### config.mk
export PLATFORM = sky130hd
export DESIGN_NAME = pipe_hazard_ctrl
export DESIGN_NICKNAME = d
export VERILOG_FILES = /design/src/rtl/pipe_ctrl_pkg.sv /design/src/rtl/sb_youngest_match.sv /design/src/rtl/pipe_hazard_ctrl.sv
export SDC_FILE = /design/constraint.sdc
export NUM_CORES = 1
export LEC_CHECK = 0
export CORE_AREA = 3 3 108 68
export DETAILED_ROUTE_END_ITERATION = 8
export DIE_AREA = 0 0 111 71
export DONT_BUFFER_PORTS = 1
export HOLD_SLACK_MARGIN = 0.15
export PLACE_DENSITY = 0.72
export SLEW_MARGIN = 5
export SYNTH_ARGS = -nofsm -noshare
export SYNTH_HDL_FRONTEND = slang
export SYNTH_HIERARCHICAL = 1
export SYNTH_SLANG_ARGS = --single-unit
### constraint.sdc
create_clock -name clk -period 3.9 [get_ports clk]
set_clock_uncertainty 0.2 [all_clocks]
set_input_delay 0.39 -clock clk [delete_from_list [all_inputs] [get_ports clk]]
set_output_delay 0.39 -clock clk [all_outputs]
set_load 0.01 [all_outputs]
### src/rtl/pipe_ctrl_pkg.sv
// pipe_ctrl_pkg: shared types and constants for the pipeline hazard controller.
// Scoreboard entry layout, forwarding select encodings and default sizes.
package pipe_ctrl_pkg;

    localparam int REG_IDX_W_DEF = 5;
    localparam int DEPTH_DEF     = 3;

    localparam int FWD_DE = 0;
    localparam int FWD_EM = 1;
    localparam int FWD_MW = 2;

    typedef struct packed {
        logic                     valid;
        logic [REG_IDX_W_DEF-1:0] rd;
        logic                     wb_en;
        logic                     is_load;
    } sb_entry_t;

    // True when an in-flight entry will write the register a source reads
    function automatic logic entry_hit(
        input sb_entry_t                e,
        input logic [REG_IDX_W_DEF-1:0] src,
        input logic                     used
    );
        return used && e.valid && e.wb_en &&
               (e.rd == src) && (e.rd != '0);
    endfunction

endpackage

### src/rtl/sb_youngest_match.sv
// sb_youngest_match: finds the youngest scoreboard entry writing one source.
// Returns hit, the entry index and whether that producer is a load.
module sb_youngest_match
    import pipe_ctrl_pkg::*;
#(
    parameter int DEPTH = DEPTH_DEF,
    parameter int KW    = (DEPTH > 1) ? $clog2(DEPTH) : 1
) (
    input  sb_entry_t                entries [DEPTH],
    input  logic [REG_IDX_W_DEF-1:0] src,
    input  logic                     used,
    output logic                     hit,
    output logic [KW-1:0]            k,
    output logic                     is_load
);

    // Scan oldest to youngest so the smallest matching index wins
    always_comb begin
        hit     = 1'b0;
        k       = '0;
        is_load = 1'b0;
        for (int i = DEPTH - 1; i >= 0; i--) begin
            if (entry_hit(entries[i], src, used)) begin
                hit     = 1'b1;
                k       = KW'(i);
                is_load = entries[i].is_load;
            end
        end
    end

endmodule

### src/rtl/pipe_hazard_ctrl.sv
// pipe_hazard_ctrl: scoreboard-based stall, flush and forwarding control.
// Also handles the EX multi-cycle hold and saturating perf counters.
module pipe_hazard_ctrl
    import pipe_ctrl_pkg::*;
#(
    parameter int   REG_IDX_W  = REG_IDX_W_DEF,
    parameter int   DEPTH      = DEPTH_DEF,
    parameter int   LOAD_READY = 2,
    parameter int   CNT_W      = 16,
    localparam int  FWD_W      = $clog2(DEPTH)
) (
    input  logic                 clk,
    input  logic                 rst,
    input  logic                 id_valid,
    input  logic [REG_IDX_W-1:0] id_rs1_idx,
    input  logic [REG_IDX_W-1:0] id_rs2_idx,
    input  logic                 id_rs1_used,
    input  logic                 id_rs2_used,
    input  logic [REG_IDX_W-1:0] id_rd_idx,
    input  logic                 id_wb_en,
    input  logic                 id_is_load,
    input  logic                 ex_busy,
    input  logic                 br_taken,
    output logic                 pc_stall,
    output logic                 fd_stall,
    output logic                 fd_flush,
    output logic                 de_flush,
    output logic                 de_stall,
    output logic                 em_flush,
    output logic [FWD_W-1:0]     fwd1_sel,
    output logic [FWD_W-1:0]     fwd2_sel,
    output logic [CNT_W-1:0]     perf_stall_cnt,
    output logic [CNT_W-1:0]     perf_flush_cnt
);

    typedef enum logic [1:0] {
        M_NORM,
        M_BUSY,
        M_BRANCH,
        M_LOAD_USE
    } mode_e;

    sb_entry_t        sb_q [DEPTH];
    sb_entry_t        sb_d [DEPTH];
    sb_entry_t        id_entry;
    logic             hit1, hit2;
    logic             ld1, ld2;
    logic [FWD_W-1:0] k1, k2;
    logic             lu1, lu2;
    logic             load_use;
    logic [FWD_W-1:0] sel1_calc, sel2_calc;
    logic [FWD_W-1:0] sel1_d, sel2_d;
    mode_e            mode;

    sb_youngest_match #(
        .DEPTH (DEPTH),
        .KW    (FWD_W)
    ) u_match1 (
        .entries (sb_q),
        .src     (REG_IDX_W_DEF'(id_rs1_idx)),
        .used    (id_rs1_used),
        .hit     (hit1),
        .k       (k1),
        .is_load (ld1)
    );

    sb_youngest_match #(
        .DEPTH (DEPTH),
        .KW    (FWD_W)
    ) u_match2 (
        .entries (sb_q),
        .src     (REG_IDX_W_DEF'(id_rs2_idx)),
        .used    (id_rs2_used),
        .hit     (hit2),
        .k       (k2),
        .is_load (ld2)
    );

    // Load-use detection and forwarding selects for the decode instruction
    always_comb begin
        lu1      = hit1 && ld1 && (int'(k1) + 1 < LOAD_READY);
        lu2      = hit2 && ld2 && (int'(k2) + 1 < LOAD_READY);
        load_use = id_valid && (lu1 || lu2);
        sel1_calc = FWD_W'(FWD_DE);
        sel2_calc = FWD_W'(FWD_DE);
        if (hit1 && (int'(k1) + 1 <= DEPTH - 1))
            sel1_calc = FWD_W'(int'(k1) + 1);
        if (hit2 && (int'(k2) + 1 <= DEPTH - 1))
            sel2_calc = FWD_W'(int'(k2) + 1);
        id_entry = '{
            valid:   id_valid,
            rd:      REG_IDX_W_DEF'(id_rd_idx),
            wb_en:   id_wb_en,
            is_load: id_is_load
        };
    end

    // Resolve simultaneous events: busy beats branch beats load-use
    always_comb begin
        if (ex_busy)
            mode = M_BUSY;
        else if (br_taken)
            mode = M_BRANCH;
        else if (load_use)
            mode = M_LOAD_USE;
        else
            mode = M_NORM;
    end

    // Control outputs, scoreboard next state and next forwarding selects
    always_comb begin
        pc_stall = 1'b0;
        fd_stall = 1'b0;
        fd_flush = 1'b0;
        de_flush = 1'b0;
        de_stall = 1'b0;
        em_flush = 1'b0;
        sel1_d   = fwd1_sel;
        sel2_d   = fwd2_sel;
        sb_d[0]  = sb_q[0];
        for (int i = 1; i < DEPTH; i++)
            sb_d[i] = sb_q[i-1];
        unique case (mode)
            M_BUSY: begin
                pc_stall = 1'b1;
                fd_stall = 1'b1;
                de_stall = 1'b1;
                em_flush = 1'b1;
                sb_d[1]  = '0;
            end
            M_BRANCH: begin
                fd_flush = 1'b1;
                de_flush = 1'b1;
                sb_d[0]  = '0;
                sel1_d   = FWD_W'(FWD_DE);
                sel2_d   = FWD_W'(FWD_DE);
            end
            M_LOAD_USE: begin
                pc_stall = 1'b1;
                fd_stall = 1'b1;
                de_flush = 1'b1;
                sb_d[0]  = '0;
                sel1_d   = FWD_W'(FWD_DE);
                sel2_d   = FWD_W'(FWD_DE);
            end
            M_NORM: begin
                sb_d[0] = id_entry;
                sel1_d  = id_valid ? sel1_calc : FWD_W'(FWD_DE);
                sel2_d  = id_valid ? sel2_calc : FWD_W'(FWD_DE);
            end
        endcase
    end

    // Scoreboard shift register
    always_ff @(posedge clk or negedge rst) begin
        if (!rst) begin
            for (int i = 0; i < DEPTH; i++)
                sb_q[i] <= '0;
        end else begin
            for (int i = 0; i < DEPTH; i++)
                sb_q[i] <= sb_d[i];
        end
    end

    // Registered forwarding selects seen by the instruction in EX
    always_ff @(posedge clk or negedge rst) begin
        if (!rst) begin
            fwd1_sel <= '0;
            fwd2_sel <= '0;
        end else begin
            fwd1_sel <= sel1_d;
            fwd2_sel <= sel2_d;
        end
    end

    // Saturating stall and flush event counters
    always_ff @(posedge clk or negedge rst) begin
        if (!rst) begin
            perf_stall_cnt <= '0;
            perf_flush_cnt <= '0;
        end else begin
            if (pc_stall && !(&perf_stall_cnt))
                perf_stall_cnt <= perf_stall_cnt + CNT_W'(1);
            if (fd_flush && !(&perf_flush_cnt))
                perf_flush_cnt <= perf_flush_cnt + CNT_W'(1);
        end
    end

endmodule
# Word level (Yosys, flattened, before mapping)
# Index checks and enable logic that the tools add are counted.
word_totals:
  register_bits: 60
  wordCells: 111
  inputBits: 24
  output_inout_bits: 42
classes:
  n_lt_le_gt_ge: 4
  eq_ne: 9
  n_addsub: 4
  reduce_logical: 45
  muxes: 33
ops:
  columns: ["cell", "count"]
  rows:
  - ["32-bit by 3-bit less-or-equal comparator with 1-bit output (second input constant)", 2]
  - ["32-bit by 3-bit less-than comparator with 1-bit output (second input constant)", 2]
  - ["1-bit logical AND", 33]
  - ["16-bit by 1-bit adder with 16-bit output (second input constant)", 2]
  - ["16-bit AND reduction", 2]
  - ["5-bit equality test", 6]
  - ["2-bit two-way mux", 13]
  - ["1-bit two-way mux", 16]
  - ["8-bit one-hot mux with 2 select lines", 1]
  - ["5-bit nonzero test", 3]
  - ["8-bit two-way mux", 1]
  - ["2-bit one-hot mux with 2 select lines", 2]
  - ["2-bit by 1-bit adder with 3-bit output (second input constant)", 2]
  - ["2-bit equality test (second input constant)", 2]
  - ["2-bit OR reduction", 2]
  - ["2-bit by 1-bit equality test with 1-bit output (second input constant)", 1]
  - ["1-bit logical NOT", 2]
  - ["2-bit logical NOT", 1]
  - ["2-bit nonzero test", 1]
  - ["1-bit logical OR", 1]

# Logic depth before layout (Yosys ltp)
# Gate-level depths: netlist of run 1.
depth:
  word_depth: 19
  depth_mapped: 13
  depth_no_buf: 12

# Modules after synthesis
# Netlist of run 1, hierarchy kept.
by_module_without_submodules:
  columns: ["mod", "seq_area_each_um2", "n_inst", "area_each_um2", "cells_per_inst"]
  rows:
  - ["pipe_hazard_ctrl", 1501.4, 1, 2640.0, 221]
  - ["sb_youngest_match", 0.0, 2, 276.5, 43]

# Worst setup path after synthesis of run 1
# No wires, ideal clock.
synth_path:
  kind: "reg-to-output"
  start: "register sb_q[18] (netlist name)"
  end: "output port pc_stall"
  t_arrival_ps: 2226
  path_stages_with_launch: 12
  t_required_ps: 3310
  path_slack_ps: 1084
  path_buffers: 2
  path_cell_list: "dfrtp_1 > nor4_1 > o21ai_0 > nand4_1 > nor2b_1 > inv_1 > ha_1 > and3_1 > o211a_1 > or2_0 > buf_2 > buf_4"
synth_between:
  elab_chain_len: 15
  word_cells_on_any_way: 30
synth_lines:
  columns: ["element", "line", "rtl"]
  rows:
  - ["start: declaration", "pipe_hazard_ctrl.sv:43", "sb_entry_t sb_q [DEPTH];"]
  - ["start signal: indexed assignment", "pipe_hazard_ctrl.sv:161", "sb_q[i] <= sb_d[i];"]
  - ["5-bit equality test", "pipe_ctrl_pkg.sv:26", "(e.rd == src) && (e.rd != '0);"]
  - ["1-bit logical AND", "pipe_ctrl_pkg.sv:25", "return used && e.valid && e.wb_en &&"]
  - ["1-bit logical AND (*)", "pipe_ctrl_pkg.sv:26", null]
  - ["2-bit two-way mux (*)", "sb_youngest_match.sv:23", "if (entry_hit(entries[i], src, used)) begin"]
  - ["named net k1[0]", "pipe_hazard_ctrl.sv:48", "logic [FWD_W-1:0] k1, k2;"]
  - ["2-bit by 1-bit adder with 3-bit output (*)", null, null]
  - ["32-bit by 3-bit less-than comparator with 1-bit output (*)", "pipe_hazard_ctrl.sv:81", "lu1 = hit1 && ld1 && (int'(k1) + 1 < LOAD_READY);"]
  - ["1-bit logical AND (*)", "pipe_hazard_ctrl.sv:81", null]
  - ["1-bit logical OR (*)", "pipe_hazard_ctrl.sv:83", "load_use = id_valid && (lu1 || lu2);"]
  - ["1-bit logical AND (*)", "pipe_hazard_ctrl.sv:83", null]
  - ["2-bit two-way mux (*)", "pipe_hazard_ctrl.sv:104", "else if (load_use)"]
  - ["2-bit two-way mux (*)", "pipe_hazard_ctrl.sv:102", "else if (br_taken)"]
  - ["2-bit two-way mux (*)", "pipe_hazard_ctrl.sv:100", "if (ex_busy)"]
  - ["2-bit equality test / 2-bit by 1-bit equality test with 1-bit output (equally long branches)", null, null]
  - ["2-bit OR reduction (no line) (*)", null, null]
  - ["1-bit two-way mux (*)", null, null]
  - ["end: declaration", "pipe_hazard_ctrl.sv:24", "output logic pc_stall,"]
# Mark *: on every way through the listed nets, which the timed path passes. The rest lies on a longest branch.

# Final worst setup path of run 1
layout_path:
  start: "register sb_q (netlist bit sb_d[3])"
  end: "output port fd_stall"
layout_between:
  elab_chain_len: 16
  word_cells_on_any_way: 36
layout_lines:
  columns: ["element", "line", "rtl"]
  rows:
  - ["5-bit equality test", "pipe_ctrl_pkg.sv:26", null]
  - ["1-bit logical AND", "pipe_ctrl_pkg.sv:25", null]
  - ["1-bit logical AND (*)", "pipe_ctrl_pkg.sv:26", null]
  - ["2-bit two-way mux (*) (2 in series)", "sb_youngest_match.sv:23", null]
  - ["named net k1[0]", "pipe_hazard_ctrl.sv:48", null]
  - ["2-bit by 1-bit adder with 3-bit output (*)", null, null]
  - ["32-bit by 3-bit less-than comparator with 1-bit output (*)", "pipe_hazard_ctrl.sv:81", null]
  - ["1-bit logical AND (*)", "pipe_hazard_ctrl.sv:81", null]
  - ["1-bit logical OR (*)", "pipe_hazard_ctrl.sv:83", null]
  - ["1-bit logical AND (*)", "pipe_hazard_ctrl.sv:83", null]
  - ["2-bit two-way mux (*)", "pipe_hazard_ctrl.sv:104", null]
  - ["2-bit two-way mux (*)", "pipe_hazard_ctrl.sv:102", null]
  - ["2-bit two-way mux (*)", "pipe_hazard_ctrl.sv:100", null]
  - ["2-bit equality test / 2-bit by 1-bit equality test with 1-bit output (equally long branches)", "pipe_hazard_ctrl.sv:123", "unique case (mode)"]
  - ["2-bit OR reduction (no line) (*)", null, null]
  - ["1-bit two-way mux (*)", "pipe_hazard_ctrl.sv:123", null]
  - ["end: declaration", "pipe_hazard_ctrl.sv:25", "output logic fd_stall,"]
# Marks and branches as above.

==> metrics, run 1 <==
I/O Pins 66; Post-synth ARST share 100%; Synth area leaders dfrtp_1 (47%), xnor2_1 (7.7%), xor2_1 (4.1%); die area 7880 sq um; CP max FO 7; post-synthesis sequential area ratio 47.0%; via count 2365; Chip Width between 100 and 150 um; Worst Path Arrival 3010 ps; Worst Tran Pin Value ~750 ps; CTS max path bufs 2; overall routed net length roughly 7400 um; critical path class flop to output pin; 1st-iter DRT viols 165; Core Rows 23; CTS root buf clkbuf_8; # Post-CTS Setup Buffers 0; fin crit period about 3600 ps; post-synthesis average cell area 10.4 sq um; # port buffers 0; Filler Cell Count about 550; DRC viols 0; largest net degree at the start of global routing between 60 and 70; Clock Latency Late Sink 330 ps; number of CTS-inserted buffers 9; antenna violations before repair 0; via/cell ratio about 5.7; Tcrit/Tclk final 92.3%; yosys warns 6; outcome finished clean; count leader, synth dfrtp_1; H-tree depth 3; RSZ-0062 raised after global routing no; Final Hold Vio Count 0; max_slew headroom 50.0%; Initial DRT Pass Iterations 6; global-route wire length before repair 11900 um; Setup violations, final 0; post_cts resized 0; hold_ws 175 ps; gp weighted congestion 0.884; CP required 3310 ps; Synth Register Bits 60; Max Clock Freq 278 MHz; Crit. End Element output pin; CTS tree done; Starting Density between 40% and 50%; placed wire-length estimate 5230 um; Worst-path clk slew 80 ps; worst ir drop on vdd 351 uV; commonest cells in the netlist dfrtp_1 (60), xnor2_1 (28), nand2_1 (22); max-slew violations 0; share of layout cells above drive strength 1 10.8%; power per cell area 475 nW/um^2; Die Y 71 um; Post-synth EDFFs 0; WL per Instance 17.8 um; Mapped Area 3190 sq um; Antenna Cells 0; area of the core 6530 sq um; total track usage 19.2%; post-synthesis cell count 307; maxcap violations 0; largest area contributor in the synthesized netlist dfrtp_1; Worst Hold Class input port to flop; total power 1710 uW; vias in the first global route between 2000 and 2500; CP Launch Type flop; Synth top area share between 40 and 50%; synth unique cells 51; Lkg Pwr around 0.0016 uW; Final #Nets 350; total gr overflow 0; clock tree sinks 60; Syn Nets 337; Layout area overhead 12.8%; top_reg_cell synth dfrtp_1; post-route ant nets 0; post-route setup TNS 0 ps
==> cell type report <==
cell class                 count  area (sq um)  area share (%)
multi-input combinational    217          1560            43.3
sequential                    60          1500            41.7
timing repair buffer          12           135            3.75
clock buffer                   9           124            3.44
tap                           87           109            3.02
clock inverter                 7          98.8            2.74
inverter                      20          75.1            2.08
==> power breakdown <==
part	total, uW	internal (uW)	switching [uW]
Combinational	223	115	108
Sequential	863	703	160
Clock	627	363	264
==> logic make-up (layout without fill, tap and decap cells) <==
| logic type | count (synthesis) | after routing | share of synthesized area (%) |
|---|---|---|---|
| AO/OA/AOI/OAI | 38 | 38 | 9.48 |
| XOR/XNOR | 43 | 43 | 11.8 |
| adder cells (fa/ha/maj) | 6 | 6 | 2.35 |
| buffers and inverters | 30 | 48 | 4.15 |
| flip-flops | 60 | 60 | 47.0 |
| multiplexers | 6 | 6 | 2.23 |
| AND/OR/NAND/NOR | 124 | 124 | 23.0 |
==> through the flow <==
| stage | setup slack (ps) | instances | util (%) | cell area [sq um] |
|---|---|---|---|---|
| 2_1_floorplan | 1080 | 307 | - | 3190 |
| 3_3_place_gp | 755 | 385 | 49.8 | 3250 |
| 3_5_place_dp | 698 | 385 | 49.8 | 3250 |
| 4_1_cts | 319 | 412 | 55.1 | 3600 |
| 5_1_grt | 136 | 412 | 55.1 | 3600 |
| 6_report | 299 | 412 | 55.1 | 3600 |
==> cells in the final DEF (no fill, tap or decap), drive strengths merged, types with 3 or more instances in the layout <==
cell type and instances:
dfrtp 60, xnor2 28, nand2 22, inv 21, nor2 19, nand4 17, nand3 16, xor2 15
and3 11, a22o 11, nor2b 10, dlygate4sd3 10, clkbuf 9, ha 6, nor4 6, mux2 6
o21ai 5, a21oi 5, or2 5, nor3 5, and4 4, nand2b 3, clkinv 3
==> layer usage <==
layer / vias up / GRT usage (%) / wire length [um]
met3: 14 / 6.75 / 665
li1: 1105 / - / -
met1: 1155 / 28.1 / 3470
met2: 91 / 26.1 / 3130
met4: 0 / 7.24 / 93
met5: - / 0 / 0
==> flip-flops by register name, indices dropped and copies added, names as in the netlist <==
register / flops
fwd1_sel: 2
fwd2_sel: 2
perf_flush_cnt: 16
perf_stall_cnt: 16
sb_d: 8
sb_q: 16
==> what timing repair did <==
| action | in CTS | in global routing |
|---|---|---|
| hold buffers | 11 | 0 |
| endpoints found under the hold margin | 80 | 0 |
| endpoints found under the setup margin | 0 | 0 |
==> final timing paths <==
kind / startpoint / to / slack (ps) / depth (start not counted)
max: sb_d[3] / fd_stall / 300 / 9
min: br_taken / perf_flush_cnt[0] / 180 / 3
min reg2reg: sb_d[7] / sb_q[7] / 190 / 0
max in group asynchronous: rst / fwd2_sel[0] / 2850 / 2
max reg2reg: sb_d[3] / perf_stall_cnt[12] / 660 / 10
min in group asynchronous: rst / perf_stall_cnt[2] / 370 / 2
==> worst max-delay path, stage by stage, from the launching register on <==
cell	delay (ps)
dfrtp_1	470
a222oi_1	370
nand4_1	270
nor2b_1	220
inv_1	100
ha_1	220
and3_1	210
o211a_1	230
or2_0	360
buf_4	230
(Power assumes the default switching activity.)
==> inputs of run 2 (changes only) <==
--- a/config.mk
+++ b/config.mk
@@ -5,14 +5,13 @@
 export SDC_FILE = /design/constraint.sdc
 export NUM_CORES = 1
 export LEC_CHECK = 0
-export CORE_AREA = 3 3 108 68
+export CORE_AREA = 3 3 82 84
 export DETAILED_ROUTE_END_ITERATION = 8
-export DIE_AREA = 0 0 111 71
+export DIE_AREA = 0 0 85 87
 export DONT_BUFFER_PORTS = 1
 export HOLD_SLACK_MARGIN = 0.15
-export PLACE_DENSITY = 0.72
+export PLACE_DENSITY = 0.71
 export SLEW_MARGIN = 5
 export SYNTH_ARGS = -nofsm -noshare
 export SYNTH_HDL_FRONTEND = slang
-export SYNTH_HIERARCHICAL = 1
 export SYNTH_SLANG_ARGS = --single-unit
==> constraint.sdc (replaced) <==
create_clock -name clk -period 3.9 [get_ports clk]
set_clock_uncertainty 0.2 [all_clocks]
set_input_delay 0.39 -clock clk [delete_from_list [all_inputs] [get_ports clk]]
set_output_delay 0.39 -clock clk [all_outputs]
set_load 0.1 [all_outputs]
==> metrics, run 2 <==
outcome finished clean; global-route wire length before repair 10800 um; number of CTS-inserted buffers 9; crit-path most repeated cell nor2_2; post-route ant nets 0; Post-synth ARST share 100%; Mapped Area 2990 sq um; die area 7400 sq um; Tcrit/Tclk final approximately 95%; overall routed net length 6370 um; share of layout cells above drive strength 1 20.4%; commonest non-fill, non-tap cells in the layout dfrtp_1 (60), xnor2_1 (46), buf_4 (33), nand2_1 (19), nand4_1 (16); Synth area leaders dfrtp_1 (50%), xnor2_1 (13%), nand4_1 (3.4%); Worst Tran Pin Value 1020 ps; CP required 3310 ps; top_reg_cell synth dfrtp_1; area of the core 5990 sq um; max_slew headroom 31.7%; CP max FO 5; Starting Density 49.8%; total gr overflow 0; CP cell instances xnor2_1, nand4_1, or4_1, nand2_1, ha_1, inv_1, o31ai_1, a22oi_1, a211oi_1, nor2_2, nor2_2, buf_4; 1st-iter DRT viols 128; slowest cell on the critical path or4_1; CTS max path bufs 2; via/cell ratio roughly 5.5; Worst Hold Class input port to flop; Chip Width 85 um; total power between 2000 and 2500 uW; total track usage 18.6%; area share of and/or/nand/nor cells after synthesis between 20 and 25%; critical path class flop to output pin; CP Launch Type flop; post-synthesis adder-cell area fraction 1.26%; placement-stage cell area about 3300 sq um; commonest cells in the netlist dfrtp_1 (60), xnor2_1 (46), nand2_1 (19); Die Y 87 um; yosys warns 0; I/O Pins 66; Crit. End Element output pin; via count 2184; post-synthesis sequential area ratio 50.3%; Setup WS pre-CTS just over 200 ps; Core Rows 28; worst ir drop on vdd 461 uV; placed wire-length estimate between 4000 and 5000 um; Synth Register Bits 60; mux contribution to synthesized area under 10%; Synth Area in Compound Gates 6.37%; most common cell after layout, fill and taps aside dfrtp_1; Final WS setup 183 ps; Lkg Pwr 0.00163 uW; synth unique cells 43; largest net degree at the start of global routing 61; CP Launch Point sb_q[20]; post-synthesis average cell area 11.1 sq um; WL per Instance ~16 um; hold_sp id_rd_idx[3]; largest registers perf_flush_cnt x16, perf_stall_cnt x16, sb_q x16; Reg-to-Reg Start sb_q[19]; power per cell area 604 nW/um^2; H-tree depth 3; final instance area 3660 sq um; Worst-path clk slew ~70 ps; Final Hold Vio Count 0; largest area contributor in the synthesized netlist dfrtp_1; Layout area overhead 22.6%; fin crit period about 3700 ps; fin cells roughly 390; largest family of logic cells by synthesized area simple AND/OR/NAND/NOR gates; clock tree sinks 60; vias in the first global route 2199; max-slew violations 0; Final #Nets approximately 340; # port buffers 0; CP max stage delay 620 ps; Worst Path Arrival 3130 ps; gp weighted congestion 0.861; buffers and inverters on the worst path 2; DRC viols 0; post-synthesis cell count 269; Post-synth EDFFs 0; maxcap violations 0; Clock Latency Late Sink 320 ps; count leader, synth dfrtp_1; Synth top area share 50.3%; Setup violations, final 0; Antenna Cells 0; CTS root buf clkbuf_8; Initial DRT Pass Iterations 4; CTS tree done; dpl cells between 300 and 400; Synth Area in XOR/XNOR 15.8%; Max Clock Freq between 200 and 300 MHz; CP top delay family simple AND/OR/NAND/NOR gates; antenna violations before repair 0; Syn Nets 296
run 2: what timing repair did:
| item | CTS | global route |
|---|---|---|
| endpoints found under the setup margin | 3 | 4 |
| buffers inserted | 2 | 1 |
| endpoints found under the hold margin | 80 | 0 |
| pin swaps | 1 | 1 |
| hold buffers | 11 | 0 |
| resized for setup | 1 | 3 |
| gates cloned | 0 | 0 |
run 2: final timing paths:
check,end,slack (ps),depth (start not counted)
min,sb_q[21],160,2
min in group asynchronous,sb_q[5],390,2
max in group asynchronous,perf_flush_cnt[2],2860,2
max,de_flush,180,12
max reg2reg,fwd2_sel[1],250,13
min reg2reg,sb_q[0],210,0
run 2: metrics by stage:
step | setup TNS [ps] | hold WS, ps | util (%)
floorplan | 0 | -106 | -
CTS | 0 | 153 | 60.7
finish | 0 | 156 | 61.1
global placement | 0 | -103 | 54.3
global route | -13.9 | 175 | 61.1
detailed placement | 0 | -103 | 54.3
run 2: power by group:
group | total (uW) | leakage (uW) | switching, uW | internal, uW
clock | 646 | 0.000116 | 233 | 413
combinational | 832 | 0.000706 | 646 | 186
sequential | 733 | 0.000804 | 35.8 | 697
total | 2210 | 0.00163 | 914 | 1300
run 2: cell type report:
cell class	instances	area (sq um)
Tap cell	75	93.8
Sequential cell	60	1500
Inverter	6	22.5
Timing Repair Buffer	44	375
Clock inverter	3	67.6
Fill cell	479	2330
Multi-Input combinational cell	193	1430
Clock buffer	13	169
run 2: metal layers:
layer	global-route usage (%)	part of all wire [%]	up-vias
li1	-	-	1048
met1	23.8	44	1058
met2	29.0	47	68
met3	6.24	7.5	10
met4	7.48	1.6	0
met5	0	0	-
run 2: kinds of logic after synthesis:
family	count (synthesis)
fa+ha+maj	3
flops	60
xor+xnor	54
buf+inv	16
simple gates	109
mux	4
compound gates	23
==> inputs of run 3 (changes only) <==
--- a/config.mk
+++ b/config.mk
@@ -9,6 +9,7 @@
 export DETAILED_ROUTE_END_ITERATION = 8
 export DIE_AREA = 0 0 85 87
 export DONT_BUFFER_PORTS = 1
+export GPL_TIMING_DRIVEN = 0
 export HOLD_SLACK_MARGIN = 0.15
 export PLACE_DENSITY = 0.71
 export SLEW_MARGIN = 5
==> metrics, run 3 (synthesis gave the netlist of run 2 again) <==
clock tree sinks 60; placed wire-length estimate 4430 um; hold_sp id_rs2_used; slowest cell on the critical path nor2_4; commonest non-fill, non-tap cells in the layout dfrtp_1 (58), xnor2_1 (44), nand2_1 (19), nand4_1 (16), nor2b_1 (15); Crit. End Element output pin; Tcrit/Tclk final 96.4%; Layout area overhead 17.8%; maxcap violations 0; antenna violations before repair 0; post-route ant nets 0; crit-path most repeated cell nor2_4; worst ir drop on vdd 517 uV; Core Rows 28; gp weighted congestion 0.932; 1st-iter DRT viols 115; H-tree depth 3; r2r worst-path depth 13; total gr overflow 0; DRC viols 0; Max Clock Freq 266 MHz; largest net degree at the start of global routing 61; CP required 3310 ps; largest registers perf_flush_cnt x16, perf_stall_cnt x16, sb_q x16; buffers and inverters on the worst path 1; Worst Hold Path EP fwd2_sel[0]; Filler Cell Count roughly 500; die area 7400 sq um; critical path class flop to output pin; # port buffers 0; power per cell area 596 nW/um^2; CP max FO 9; overall routed net length 6340 um; hold depth 4; reg2reg end fwd2_sel[1]; CP cell instances xnor2_1, nand4_1, or4_4, nand2_1, ha_2, inv_1, o31ai_1, a22oi_1, a211oi_2, nor2_4, nor2_4; fin cells 372; max_slew headroom between 20% and 30%; global-route wire length before repair 10300 um; WL per Instance between 15 and 20 um; CTS tree done; Die Y 87 um; Worst-path clk slew 60 ps; max-slew violations 0; most common cell after layout, fill and taps aside dfrtp_1; R2R setup slack 190 ps; Starting Density between 40% and 50%; number of CTS-inserted buffers 9; CP max stage delay 520 ps; Chip Width 85 um; area of the core roughly 6000 sq um; Setup WS pre-CTS 1.39 ps; Setup violations, final 0; Clock Latency Late Sink 320 ps; CTS root buf clkbuf_8; CTS max path bufs 2; Lkg Pwr approximately 0.0015 uW; Final WS setup 142 ps; CP Launch Type flop; fin crit period between 3000 and 4000 ps; Worst Path Arrival between 3000 and 4000 ps; total track usage between 15 and 20%; share of layout cells above drive strength 1 14.8%; via/cell ratio 5.66; dpl cells 344; Worst Hold Class input port to flop; vias in the first global route 2042; Reg-to-Reg Start sb_q[19]; Final #Nets 320; Initial DRT Pass Iterations 4; CP top delay family simple AND/OR/NAND/NOR gates; Antenna Cells 0; Worst Tran Pin Value 1190 ps; I/O Pins 66; post-route setup TNS 0 ps; via count 2107; total power 2100 uW; outcome finished clean; Final Hold Vio Count 0
run 3: cell types whose count changed in the layout (fill, tap and decap cells not counted), sizes merged:
cell      before  now
buf           34    6
clkbuf        13   18
clkinv         0    2
clkinvlp       1    0
run 3: metrics by stage:
step           utilization [%]  hold WS [ps]  area [sq um]
2_1_floorplan                -          -106          2990
3_3_place_gp              51.4          -103          3080
3_5_place_dp              51.4          -103          3080
4_1_cts                   57.6           192          3450
5_1_grt                   58.7           252          3520
6_report                  58.7           234          3520
run 3: worst register-to-register path: stages, from the launching register on:
cell,delay [ps]
dfrtp_1,450
or4_1,570
nor2_2,230
nor4_4,90
nor2_1,150
nand2_1,80
ha_2,220
inv_1,50
o31ai_1,100
a22oi_1,250
a211oi_2,90
or4_1,470
dlygate4sd3_1,570
o21ai_1,120
run 3: repair_timing:
action	CTS	global route
hold endpoints to repair	71	0
pin swaps	1	7
gates resized for setup	4	12
hold buffers	11	0
endpoints found under the setup margin	2	2
setup buffers	1	1
run 3: area by class of cell:
| class | count | area (sq um) | area share (%) |
|---|---|---|---|
| repair buffers | 13 | 143 | 4.06 |
| flip-flops and latches | 60 | 1500 | 42.8 |
| multi-input cells | 193 | 1480 | 42.2 |
| clock buffers | 11 | 141 | 4.02 |
| well taps | 75 | 93.8 | 2.67 |
| inverters | 6 | 22.5 | 0.640 |
| plain buffers | 10 | 56.3 | 1.60 |
| clock inverters | 4 | 73.8 | 2.10 |
run 3: worst max path at each step:
stage,startpoint,end,slack [ps],cells past startpoint
3_3_place_gp,sb_q[20],de_flush,-10,12
5_1_grt,sb_q[20],de_flush,-70,11
3_5_place_dp,sb_q[20],de_flush,1,12
2_1_floorplan,sb_q[20],de_flush,370,12
4_1_cts,sb_q[20],de_flush,4,11
6_report,sb_q[20],de_flush,140,11
run 3: power breakdown:
group | total (uW) | switching, uW | internal, uW
Sequential | 1240 | 554 | 687
Clock | 606 | 232 | 374
Combinational | 249 | 131 | 118
Total | 2090 | 917 | 1180
run 3: metal layers:
metal	global-route usage [%]	share of wire (%)	wire length, um
met1	23.9	47	2970
met2	26.1	46	2930
met3	5.58	5.9	373
met4	6.91	0.95	60
met5	0	0	0
